$ cat config.mk
export PLATFORM = sky130hd
export DESIGN_NAME = elgamal_enc_seq
export DESIGN_NICKNAME = d
export VERILOG_FILES = /design/src/rtl/elgamal_pkg.sv /design/src/rtl/elgamal_enc_seq_op_watchdog.sv /design/src/rtl/elgamal_enc_seq.sv
export SDC_FILE = /design/constraint.sdc
export NUM_CORES = 1
export LEC_CHECK = 0
export ABC_AREA = 0
export CORE_AREA = 4 4 383 385
export CTS_BUF_LIST = sky130_fd_sc_hd__clkbuf_8 sky130_fd_sc_hd__clkbuf_16
export DETAILED_ROUTE_END_ITERATION = 12
export DIE_AREA = 0 0 387 389
export SYNTH_ARGS = -nofsm -noshare
export SYNTH_HDL_FRONTEND = slang
export SYNTH_HIERARCHICAL = 1
export SYNTH_SLANG_ARGS = --single-unit
$ cat constraint.sdc
create_clock -name clk -period 21.7 [get_ports clk]
set_clock_uncertainty 0.2 [all_clocks]
set_input_delay 3.255 -clock clk [delete_from_list [all_inputs] [get_ports clk]]
set_output_delay 3.255 -clock clk [all_outputs]
set_load 0.01 [all_outputs]
$ cat src/rtl/elgamal_pkg.sv
// ---------------------------------------------------------------------------
// elgamal_pkg
// Shared definitions for the sequential ElGamal encryption controller:
//   SIZE_DEF     default operand/result width in bits
//   TIMEOUT_DEF  default number of cycles a WAIT state may last
//   state_t      controller state encoding
//   is_wait()    true for the three result-waiting states
// ---------------------------------------------------------------------------
package elgamal_pkg;

  localparam int unsigned SIZE_DEF    = 32'd64;
  localparam int unsigned TIMEOUT_DEF = 32'd4096;

  typedef enum logic [2:0] {
    ST_IDLE      = 3'd0,
    ST_EXP1_REQ  = 3'd1,
    ST_EXP1_WAIT = 3'd2,
    ST_EXP2_REQ  = 3'd3,
    ST_EXP2_WAIT = 3'd4,
    ST_MUL_REQ   = 3'd5,
    ST_MUL_WAIT  = 3'd6,
    ST_DONE      = 3'd7
  } state_t;

  function automatic logic is_wait(input state_t s);
    logic r;
    case (s)
      ST_EXP1_WAIT, ST_EXP2_WAIT, ST_MUL_WAIT: r = 1'b1;
      default:                                 r = 1'b0;
    endcase
    return r;
  endfunction

endpackage

$ cat src/rtl/elgamal_enc_seq_op_watchdog.sv
// ---------------------------------------------------------------------------
// op_watchdog
// Loadable down-counter that flags expiry when it has counted down to zero.
//   clk, rst     clock, asynchronous active-high reset (counter -> 0)
//   load_i       load load_val_i (has priority over counting)
//   load_val_i   value loaded on load_i
//   en_i         decrement by one per cycle while non-zero
//   expired_o    counter is zero
// ---------------------------------------------------------------------------
module op_watchdog #(
  parameter int unsigned CNT_W = 32'd13
) (
  input  logic             clk,
  input  logic             rst,
  input  logic             load_i,
  input  logic [CNT_W-1:0] load_val_i,
  input  logic             en_i,
  output logic             expired_o
);

  logic [CNT_W-1:0] cnt_q;
  logic [CNT_W-1:0] cnt_d;

  // Next count: load wins, otherwise saturating decrement while enabled.
  always_comb begin
    cnt_d = cnt_q;
    if (load_i) begin
      cnt_d = load_val_i;
    end else if (en_i && (cnt_q != {CNT_W{1'b0}})) begin
      cnt_d = cnt_q - {{(CNT_W-1){1'b0}}, 1'b1};
    end else begin
      cnt_d = cnt_q;
    end
  end

  // Counter register.
  always_ff @(posedge clk or posedge rst) begin
    if (rst) begin
      cnt_q <= {CNT_W{1'b0}};
    end else begin
      cnt_q <= cnt_d;
    end
  end

  assign expired_o = (cnt_q == {CNT_W{1'b0}});

endmodule

$ cat src/rtl/elgamal_enc_seq.sv
// ---------------------------------------------------------------------------
// elgamal_enc_seq
// Sequential ElGamal encryption: c1 = g^k mod p, s = y^k mod p,
// c2 = m*s mod p, using one shared external mod_exp unit (used twice) and
// one external modular multiplier. All valid/ready outputs are registered.
//   clk, rst                      clock, asynchronous active-high reset
//   in_g/y/k/m/p, in_tvalid/ready request operands and handshake
//   exp_*                         mod_exp request (base/power/modulus) and result
//   mul_*                         modular multiplier request and result
//   c1_tdata, c2_tdata, out_err,
//   out_tvalid/out_tready         ciphertext result and handshake
//   busy                          controller not in IDLE
// ---------------------------------------------------------------------------
module elgamal_enc_seq
  import elgamal_pkg::*;
#(
  parameter int unsigned SIZE    = SIZE_DEF,
  parameter int unsigned TIMEOUT = TIMEOUT_DEF
) (
  input  logic            clk,
  input  logic            rst,
  input  logic [SIZE-1:0] in_g,
  input  logic [SIZE-1:0] in_y,
  input  logic [SIZE-1:0] in_k,
  input  logic [SIZE-1:0] in_m,
  input  logic [SIZE-1:0] in_p,
  input  logic            in_tvalid,
  output logic            in_tready,
  output logic [SIZE-1:0] exp_base_tdata,
  output logic [SIZE-1:0] exp_power_tdata,
  output logic [SIZE-1:0] exp_modulus_tdata,
  output logic            exp_in_tvalid,
  input  logic            exp_in_tready,
  input  logic [SIZE-1:0] exp_out_tdata,
  input  logic            exp_out_tvalid,
  output logic            exp_out_tready,
  output logic [SIZE-1:0] mul_a_tdata,
  output logic [SIZE-1:0] mul_b_tdata,
  output logic [SIZE-1:0] mul_mod_tdata,
  output logic            mul_in_tvalid,
  input  logic            mul_in_tready,
  input  logic [SIZE-1:0] mul_out_tdata,
  input  logic            mul_out_tvalid,
  output logic            mul_out_tready,
  output logic [SIZE-1:0] c1_tdata,
  output logic [SIZE-1:0] c2_tdata,
  output logic            out_err,
  output logic            out_tvalid,
  input  logic            out_tready,
  output logic            busy
);

  localparam int unsigned     CNT_W   = $clog2(TIMEOUT + 32'd1);
  // Loaded with TIMEOUT-1 so expiry is seen in the TIMEOUT-th WAIT cycle
  // and DONE is entered exactly TIMEOUT cycles after WAIT entry.
  localparam logic [CNT_W-1:0] WD_LOAD = CNT_W'(TIMEOUT - 32'd1);
  localparam logic [SIZE-1:0]  ZERO    = {SIZE{1'b0}};
  localparam logic [SIZE-1:0]  TWO     = SIZE'(2'd2);

  state_t state_q, state_d;

  logic [SIZE-1:0] g_q, g_d, y_q, y_d, k_q, k_d, m_q, m_d, p_q, p_d;
  logic [SIZE-1:0] s_q, s_d, c1_q, c1_d, c2_q, c2_d;
  logic            err_q, err_d;

  logic in_tready_q, in_tready_d;
  logic busy_q, busy_d;
  logic exp_in_tvalid_q, exp_in_tvalid_d;
  logic exp_out_tready_q, exp_out_tready_d;
  logic mul_in_tvalid_q, mul_in_tvalid_d;
  logic mul_out_tready_q, mul_out_tready_d;
  logic out_tvalid_q, out_tvalid_d;

  logic in_hs_s, exp_hs_s, exp_res_s, mul_hs_s, mul_res_s, out_hs_s;
  logic p_small_s, p_small_d;
  logic wd_load_s, wd_en_s, wd_expired_s;

  assign in_hs_s   = in_tready_q & in_tvalid;
  assign exp_hs_s  = exp_in_tvalid_q & exp_in_tready;
  assign exp_res_s = exp_out_tready_q & exp_out_tvalid;
  assign mul_hs_s  = mul_in_tvalid_q & mul_in_tready;
  assign mul_res_s = mul_out_tready_q & mul_out_tvalid;
  assign out_hs_s  = out_tvalid_q & out_tready;
  assign p_small_s = (p_q < TWO);

  // The watchdog restarts whenever a WAIT state is entered and runs only
  // while the controller sits in a WAIT state.
  assign wd_load_s = is_wait(state_d) && (state_d != state_q);
  assign wd_en_s   = is_wait(state_q);

  op_watchdog #(.CNT_W(CNT_W)) u_watchdog (
    .clk       (clk),
    .rst       (rst),
    .load_i    (wd_load_s),
    .load_val_i(WD_LOAD),
    .en_i      (wd_en_s),
    .expired_o (wd_expired_s)
  );

  // State register.
  always_ff @(posedge clk or posedge rst) begin
    if (rst) begin
      state_q <= ST_IDLE;
    end else begin
      state_q <= state_d;
    end
  end

  // Next-state logic: a datapath result beats a same-cycle watchdog expiry.
  always_comb begin
    state_d = state_q;
    case (state_q)
      ST_IDLE: begin
        if (in_hs_s) state_d = ST_EXP1_REQ;
        else         state_d = ST_IDLE;
      end
      ST_EXP1_REQ: begin
        if (p_small_s)     state_d = ST_DONE;
        else if (exp_hs_s) state_d = ST_EXP1_WAIT;
        else               state_d = ST_EXP1_REQ;
      end
      ST_EXP1_WAIT: begin
        if (exp_res_s)         state_d = ST_EXP2_REQ;
        else if (wd_expired_s) state_d = ST_DONE;
        else                   state_d = ST_EXP1_WAIT;
      end
      ST_EXP2_REQ: begin
        if (exp_hs_s) state_d = ST_EXP2_WAIT;
        else          state_d = ST_EXP2_REQ;
      end
      ST_EXP2_WAIT: begin
        if (exp_res_s)         state_d = ST_MUL_REQ;
        else if (wd_expired_s) state_d = ST_DONE;
        else                   state_d = ST_EXP2_WAIT;
      end
      ST_MUL_REQ: begin
        if (mul_hs_s) state_d = ST_MUL_WAIT;
        else          state_d = ST_MUL_REQ;
      end
      ST_MUL_WAIT: begin
        if (mul_res_s)         state_d = ST_DONE;
        else if (wd_expired_s) state_d = ST_DONE;
        else                   state_d = ST_MUL_WAIT;
      end
      ST_DONE: begin
        if (out_hs_s) state_d = ST_IDLE;
        else          state_d = ST_DONE;
      end
      default: state_d = ST_IDLE;
    endcase
  end

  // Operand capture, result capture and error/abort handling.
  always_comb begin
    g_d = g_q; y_d = y_q; k_d = k_q; m_d = m_q; p_d = p_q;
    s_d = s_q; c1_d = c1_q; c2_d = c2_q; err_d = err_q;
    case (state_q)
      ST_IDLE: begin
        if (in_hs_s) begin
          g_d = in_g; y_d = in_y; k_d = in_k; m_d = in_m; p_d = in_p;
          s_d = ZERO; c1_d = ZERO; c2_d = ZERO; err_d = 1'b0;
        end else begin
          g_d = g_q;
        end
      end
      ST_EXP1_REQ: begin
        if (p_small_s) begin
          c1_d = ZERO; c2_d = ZERO; err_d = 1'b1;
        end else begin
          err_d = err_q;
        end
      end
      ST_EXP1_WAIT: begin
        if (exp_res_s) begin
          c1_d = exp_out_tdata;
        end else if (wd_expired_s) begin
          c1_d = ZERO; c2_d = ZERO; err_d = 1'b1;
        end else begin
          c1_d = c1_q;
        end
      end
      ST_EXP2_WAIT: begin
        if (exp_res_s) begin
          s_d = exp_out_tdata;
        end else if (wd_expired_s) begin
          c1_d = ZERO; c2_d = ZERO; err_d = 1'b1;
        end else begin
          s_d = s_q;
        end
      end
      ST_MUL_WAIT: begin
        if (mul_res_s) begin
          c2_d = mul_out_tdata; err_d = 1'b0;
        end else if (wd_expired_s) begin
          c1_d = ZERO; c2_d = ZERO; err_d = 1'b1;
        end else begin
          c2_d = c2_q;
        end
      end
      default: begin
        s_d = s_q;
      end
    endcase
  end

  // Output decode from the next state so every handshake output is a flop.
  always_comb begin
    p_small_d        = (p_d < TWO);
    in_tready_d      = (state_d == ST_IDLE);
    busy_d           = (state_d != ST_IDLE);
    exp_in_tvalid_d  = ((state_d == ST_EXP1_REQ) && !p_small_d) || (state_d == ST_EXP2_REQ);
    exp_out_tready_d = (state_d == ST_EXP1_WAIT) || (state_d == ST_EXP2_WAIT);
    mul_in_tvalid_d  = (state_d == ST_MUL_REQ);
    mul_out_tready_d = (state_d == ST_MUL_WAIT);
    out_tvalid_d     = (state_d == ST_DONE);
  end

  // Operand, result and handshake-output registers.
  always_ff @(posedge clk or posedge rst) begin
    if (rst) begin
      g_q <= ZERO; y_q <= ZERO; k_q <= ZERO; m_q <= ZERO; p_q <= ZERO;
      s_q <= ZERO; c1_q <= ZERO; c2_q <= ZERO; err_q <= 1'b0;
      in_tready_q      <= 1'b0;
      busy_q           <= 1'b0;
      exp_in_tvalid_q  <= 1'b0;
      exp_out_tready_q <= 1'b0;
      mul_in_tvalid_q  <= 1'b0;
      mul_out_tready_q <= 1'b0;
      out_tvalid_q     <= 1'b0;
    end else begin
      g_q <= g_d; y_q <= y_d; k_q <= k_d; m_q <= m_d; p_q <= p_d;
      s_q <= s_d; c1_q <= c1_d; c2_q <= c2_d; err_q <= err_d;
      in_tready_q      <= in_tready_d;
      busy_q           <= busy_d;
      exp_in_tvalid_q  <= exp_in_tvalid_d;
      exp_out_tready_q <= exp_out_tready_d;
      mul_in_tvalid_q  <= mul_in_tvalid_d;
      mul_out_tready_q <= mul_out_tready_d;
      out_tvalid_q     <= out_tvalid_d;
    end
  end

  assign in_tready         = in_tready_q;
  assign busy              = busy_q;
  assign exp_base_tdata    = (state_q == ST_EXP2_REQ) ? y_q : g_q;
  assign exp_power_tdata   = k_q;
  assign exp_modulus_tdata = p_q;
  assign exp_in_tvalid     = exp_in_tvalid_q;
  assign exp_out_tready    = exp_out_tready_q;
  assign mul_a_tdata       = m_q;
  assign mul_b_tdata       = s_q;
  assign mul_mod_tdata     = p_q;
  assign mul_in_tvalid     = mul_in_tvalid_q;
  assign mul_out_tready    = mul_out_tready_q;
  assign c1_tdata          = c1_q;
  assign c2_tdata          = c2_q;
  assign out_err           = err_q;
  assign out_tvalid        = out_tvalid_q;

endmodule

# Yosys cells after proc, flatten, opt, wreduce, memory -nomap -nowiden

Cells that the tools add are included.

$add $sub $neg: 1
Multipliers: 0
Div/mod/pow operators: 0
Order comparisons: 2
Equal/unequal tests: 21
Shift-type cells: 0
Mux-type cells: 39
Bitwise gates (word level): 6
Reductions and logical operators: 22

Operator list:

| operator                                                                      | number |
|---|---|
| 64-bit 2-to-1 mux                                                             | 13 |
| 64-bit case mux with 5 select lines                                           | 1 |
| 64-bit case mux with 4 select lines                                           | 1 |
| 64-bit by 2-bit less-than comparator with 1-bit output, second input constant | 2 |
| 64-bit case mux with 2 select lines                                           | 1 |
| 13-bit 2-to-1 mux                                                             | 2 |
| 3-bit == test, second input constant                                          | 8 |
| 3-bit case mux with 8 select lines                                            | 1 |
| 3-bit 2-to-1 mux                                                              | 5 |
| 13-bit zero test                                                              | 1 |
| 13-bit nonzero test                                                           | 1 |
| 13-bit by 1-bit subtractor with 13-bit output, second input constant          | 1 |
| 3-bit by 2-bit == test with 1-bit output, second input constant               | 4 |
| 2-bit inequality test, second input constant                                  | 6 |
| 1-bit 2-to-1 mux                                                              | 10 |
| 2-bit 2-to-1 mux                                                              | 4 |
| 1-bit bitwise AND                                                             | 6 |
| 3-bit by 1-bit == test with 1-bit output, second input constant               | 2 |
| 3-bit zero test                                                               | 2 |
| 3-bit OR reduction                                                            | 2 |
| 5-bit AND reduction                                                           | 1 |
| 5-bit nonzero test                                                            | 1 |
| 1-bit case mux with 4 select lines                                            | 1 |
| 4-bit AND reduction                                                           | 1 |
| 10 further kinds                                                              | 14 |

Register bits after elaboration: 536
Latch bits: 0
Bits in writable memories: 0
ROM bits: 0
Logic and storage cells: 109
Memories: 0

# Depth between registers and ports, before layout

Depth in word-level cells: 9
Gate-level depth with buffers: 17
Depth with buffers taken out: 15

# Cells and area by module

The synthesis kept the hierarchy.

By module, submodules not included:

| module          | instances | cells each | area each (um^2) |
|---|---|---|---|
| elgamal_enc_seq | 1         | 1509       | 20988.9 |
| op_watchdog     | 1         | 92         | 904.6 |

# Least setup slack after synthesis

Ideal clock, no wire load.

Path type: input to register
Start: input port exp_out_tvalid
End: register u_watchdog.cnt_q[4]
Arrival time: 5.035 ns
Data required time: 21.367 ns
Setup slack: 16.332 ns
Cell stages on the path: 12
Cells stage by stage: a21boi_0 > o21ai_0 > a22oi_1 > a21o_1 > clkbuf_1 > nand2_1 > a21oi_1 > clkbuf_1 > clkbuf_1 > nor3b_1 > a21oi_1 > o41ai_1

Longest elaborated chain between the ends: 8
Elaborated cells between the ends (all ways): 13

Ends and longest elaborated chain:

| what                                                                      | line                              | source |
|---|---|---|
| from (decl)                                                               | elgamal_enc_seq.sv:35             | `input logic exp_out_tvalid,` |
| 1-bit bitwise AND *                                                       | elgamal_enc_seq.sv:80             | `assign exp_res_s = exp_out_tready_q & exp_out_tvalid;` |
| 3-bit 2-to-1 mux *                                                        | elgamal_enc_seq.sv:123            | `if (exp_res_s) state_d = ST_EXP2_REQ;` |
| 3-bit case mux with 8 select lines *                                      | elgamal_enc_seq.sv:112            | `case (state_q)` |
| via state_d[2]                                                            | elgamal_enc_seq.sv:60             | `state_t state_q, state_d;` |
| 3-bit == test or 3-bit by 2-bit == test with 1-bit output (tied branches) | elgamal_pkg.sv:27                 | `case (s)` |
| 3-bit OR reduction                                                        | elgamal_pkg.sv:27                 |  |
| 1-bit 2-to-1 mux                                                          | elgamal_pkg.sv:27                 |  |
| 1-bit logical AND *                                                       | elgamal_enc_seq.sv:88             | `assign wd_load_s = is_wait(state_d) && (state_d != state_q);` |
| via wd_load_s                                                             | elgamal_enc_seq.sv:76             | `logic wd_load_s, wd_en_s, wd_expired_s;` |
| 13-bit 2-to-1 mux or 2-bit nonzero test (tied branches)                   | --                                |  |
| to (signal assigned)                                                      | elgamal_enc_seq_op_watchdog.sv:39 | `cnt_q <= {CNT_W{1'b0}};` |
| to (signal assigned)                                                      | elgamal_enc_seq_op_watchdog.sv:41 | `cnt_q <= cnt_d;` |
| to (decl)                                                                 | elgamal_enc_seq_op_watchdog.sv:21 | `logic [CNT_W-1:0] cnt_q;` |

The timed path passes the listed nets; every way through them passes the cells marked *.
A chain may end at the register's enable or synchronous reset.

# Worst setup path in the final report

Start: input port in_tvalid
End: register k_q[61] (netlist: exp_power_tdata[61])

Longest elaborated chain between the ends: 2

Ends and longest elaborated chain:

| what                          | line                   | source |
|---|---|---|
| from (decl)                   | elgamal_enc_seq.sv:27  | `input logic in_tvalid,` |
| 1-bit bitwise AND             | elgamal_enc_seq.sv:78  | `assign in_hs_s = in_tready_q & in_tvalid;` |
| 2-bit AND reduction (no line) | --                     |  |
| to (signal assigned)          | elgamal_enc_seq.sv:231 | `g_q <= g_d; y_q <= y_d; k_q <= k_d; m_q <= m_d; p_q <= p_d;` |
| to (decl)                     | elgamal_enc_seq.sv:62  | `logic [SIZE-1:0] g_q, g_d, y_q, y_d, k_q, k_d, m_q, m_d, p_q, p_d;` |

Every way passes these cells.

==> metrics.cfg <==
[cts]
post_cts_clock_slew_at_the_launch_and_capture_registers_of_the_worst_setup_and_hold_paths_ns=0.05
cts_tree=done
cts.htree.levels=3
cts_setup_buffers=0
cts-hold-fix-buffers=0
cts_max_path_buffers=3
tritoncts.num_buffers=68
numClockSinks=536
cts-resized-gates=0
ctsRootBufferMaster=clkbuf_16
clkLatencyLatePin_ns=0.63

[die]
start_util_pct=15.3
die_y_microns=389
num_io_pins=976
rows=139
placeableCoreArea_sq_um=143000
die_x_microns=387
die_area_sq_um=151000

[timing]
hold_ws_ns=0.277
finalSetupViolations=0
worst_pin_slew_ns=1.20
report.final.slew_viol_count=0
min_period_over_period_pct=33.3
max_clock_freq_mhz=138
relSlewSlack_pct=19.5
tns_ns=0
hold_violations=0
rsz0062_at_grt=no
final_period_minus_worst_setup_slack_ns=7.24

[yosys]
synth_top_cell_by_area=dfrtp_1
dominantRegCellSynth=dfrtp_1
synth_seq_area_share_pct=61.3
synth-seq-cells=536
post_synth_inst_count=1601
synthesis.area_sq_um=21900
synth.cells.most_frequent=dfrtp_1, mux2_2, nand2_1
synth-edff-count=0
ys_async_sr_fraction_pct=100
yosys_warnings=6
yosysUniqueCellTypes=62
ys_top_cells_by_area=dfrtp_1, mux2_2, a22o_1
synth_most_common_cell=dfrtp_1
fraction_of_post_synthesis_cell_area_in_the_top_cell_type_by_area_pct=61.3
synth.avg_cell_area_sq_um=13.7

[placed_design]
hpwl_microns=82200
port-buffer-count=975
gpl.final_weighted_congestion=0.870
post-place-cells=4350

[global_route]
via_count_of_the_first_global_routing_pass=17700
antenna_found_initial=36
grt_first_pass_wirelength_microns=143000
gr-total-overflow=0
grt_max_degree=152
groute.usage.overall_pct=13.4

[critical_path]
worst_r2r_startpoint=state_q[0]$_DFF_PP0_
worst_ep_required_time_ns=22.01
critPathLaunch=in_tvalid
critical_path.startpoint_type=input port
worst_r2r_path_depth=6
timing.setup.critical_path_class=in2reg
crit_chain=clkdlybuf4s50_1, nand2_1, nor4_4, buf_4, buf_4, buf_4, buf_4, mux2_2
critical-path-top-cell-by-count=buf_4
reg2reg_to=exp_power_tdata[61]$_DFFE_PP0P_
cp_data_arrival_time_ns=7.54
crit_path_top_delay_cell=buf_4
endpoint_kind=flop
crit_fanout=74
crit_path_max_incr_delay_ns=0.87
reg2reg_slack_ns=16.84

[detailed_routing]
total_length_of_routed_wires_microns=105000
detail_route.first_pass.iterations=4
detailroute.via_count=16900
drc=0
drt-initial-drc-count=881
drt.antenna.violating_nets=0
vias_per_cell=3.77
avgRoutedWirePerCell_microns=23.5

[outcome]
run_status=finished, final reports clean

[min_path]
min_delay_worst_endpoint=mul_b_tdata[5]$_DFFE_PP0P_
worst_hold_path_type=reg2reg
holdPathStages=2
hold_path_startpoint=mul_b_tdata[5]$_DFFE_PP0P_

[layout]
layout.core_utilization_pct=24.9
nFillCells=15000
proportion_of_layout_cells_with_a_drive_suffix_above_1_pct=20.9
final_cells=4477
final_net_count=2975
area.growth.synth_to_final_pct=62.8

[power]
leakage_dissipation_nw=14.9
power-per-cell-area_nw_per_um2=130
largest_vdd_supply_drop_mv=0.0758

[flow_run]
max_cap_viol_count=0

[through the flow]
stage	instance area [sq um]	total power [mW]	worst slack [ns]
finish	35600	4.64	14.46
global route	35600	4.89	14.16
CTS	35600	4.74	14.45
detailed placement	33400	3.54	13.83
global placement	33400	3.52	13.86
floorplan	21900	2.43	3.63
[where the power goes]
part           internal (mW)  switching [mW]  leakage [nW]  total (mW)
logic                   1.03           0.823          6.63        1.85
clock network          0.681           0.472          1.15        1.15
registers               1.35           0.285          7.16        1.63
total                   3.06            1.58          14.9        4.64
[kinds of logic (layout without fill, tap and decap cells)]
logic type	count (synthesis)	in the layout	share of synthesized area, %
simple gates	245	245	5.50
compound gates	250	250	8.49
xor+xnor	5	5	0.200
other cells	2	22	0.0343
mux	387	387	19.9
buf+inv	174	1127	4.50
fa+ha+maj	2	2	0.114
flops	536	536	61.3
[state kept, by name, summed over array words and instances, names as in the netlist, 3 cells and up]
register,flops
c1_tdata,64
exp_power_tdata,64
u_watchdog/cnt_q,13
state_q,3
g_q,64
y_q,64
c2_tdata,64
mul_b_tdata,64
exp_modulus_tdata,64
mul_a_tdata,64
[worst max-delay path, delay by kind of cell]
kind	cells	cell delay, ns
muxes	1	0.42
buffers and inverters	5	3.25
and+or+nand+nor	2	0.33
[area by class of cell]
cell class              instances  area, sq um  share of cell area (%)
repair buffers                997         9940                    27.9
clock inverters                35          294                   0.825
clock buffers                  83         1940                    5.45
inverters                      12         52.6                   0.147
diodes                          9         22.5                  0.0632
multi-input cells             902         7600                    21.3
flip-flops and latches        536        13400                    37.6
well taps                    1903         2380                    6.68
[worst max-delay path by stage]
stage | cells past startpoint | slack [ns] | endpoint
detailed placement | 8 | 13.83 | exp_power_tdata[61]$_DFFE_PP0P_
finish | 8 | 14.46 | exp_power_tdata[61]$_DFFE_PP0P_
CTS | 5 | 14.45 | exp_base_tdata[12]
floorplan | 1 | 3.63 | busy$_DFF_PP0_
global placement | 8 | 13.86 | exp_power_tdata[62]$_DFFE_PP0P_
global route | 6 | 14.16 | g_q[33]$_DFFE_PP0P_
[metal layers]
metal / global-route usage (%) / share of wire (%) / vias up
met2: 22.3 / 48 / 664
met1: 14.7 / 38 / 8533
met3: 7.46 / 11 / 144
li1: - / - / 7528
met4: 3.55 / 2.6 / 24
met5: 0 / 0.16 / -
[cell usage in the layout, fill, tap and decap left out, types with 3 or more instances in the layout]
cell	count
a21oi_1	22
a22o_1	129
and3_1	5
buf_4	21
bufinv_16	4
clkbuf_16	71
clkbuf_8	12
clkdlybuf4s50_1	975
clkinv_2	12
clkinvlp_4	3
conb_1	13
dfrtp_1	536
diode_2	9
inv_1	23
inv_6	3
mux2_2	385
nand2_1	145
nand2b_1	6
nand3_1	7
nand4_1	6
nor2_1	13
nor2b_1	3
nor3_1	9
nor4_1	27
o21ai_0	69
o31a_1	4
or3_1	3
xnor2_1	3
Note: power is estimated with default switching activity, not from simulation.
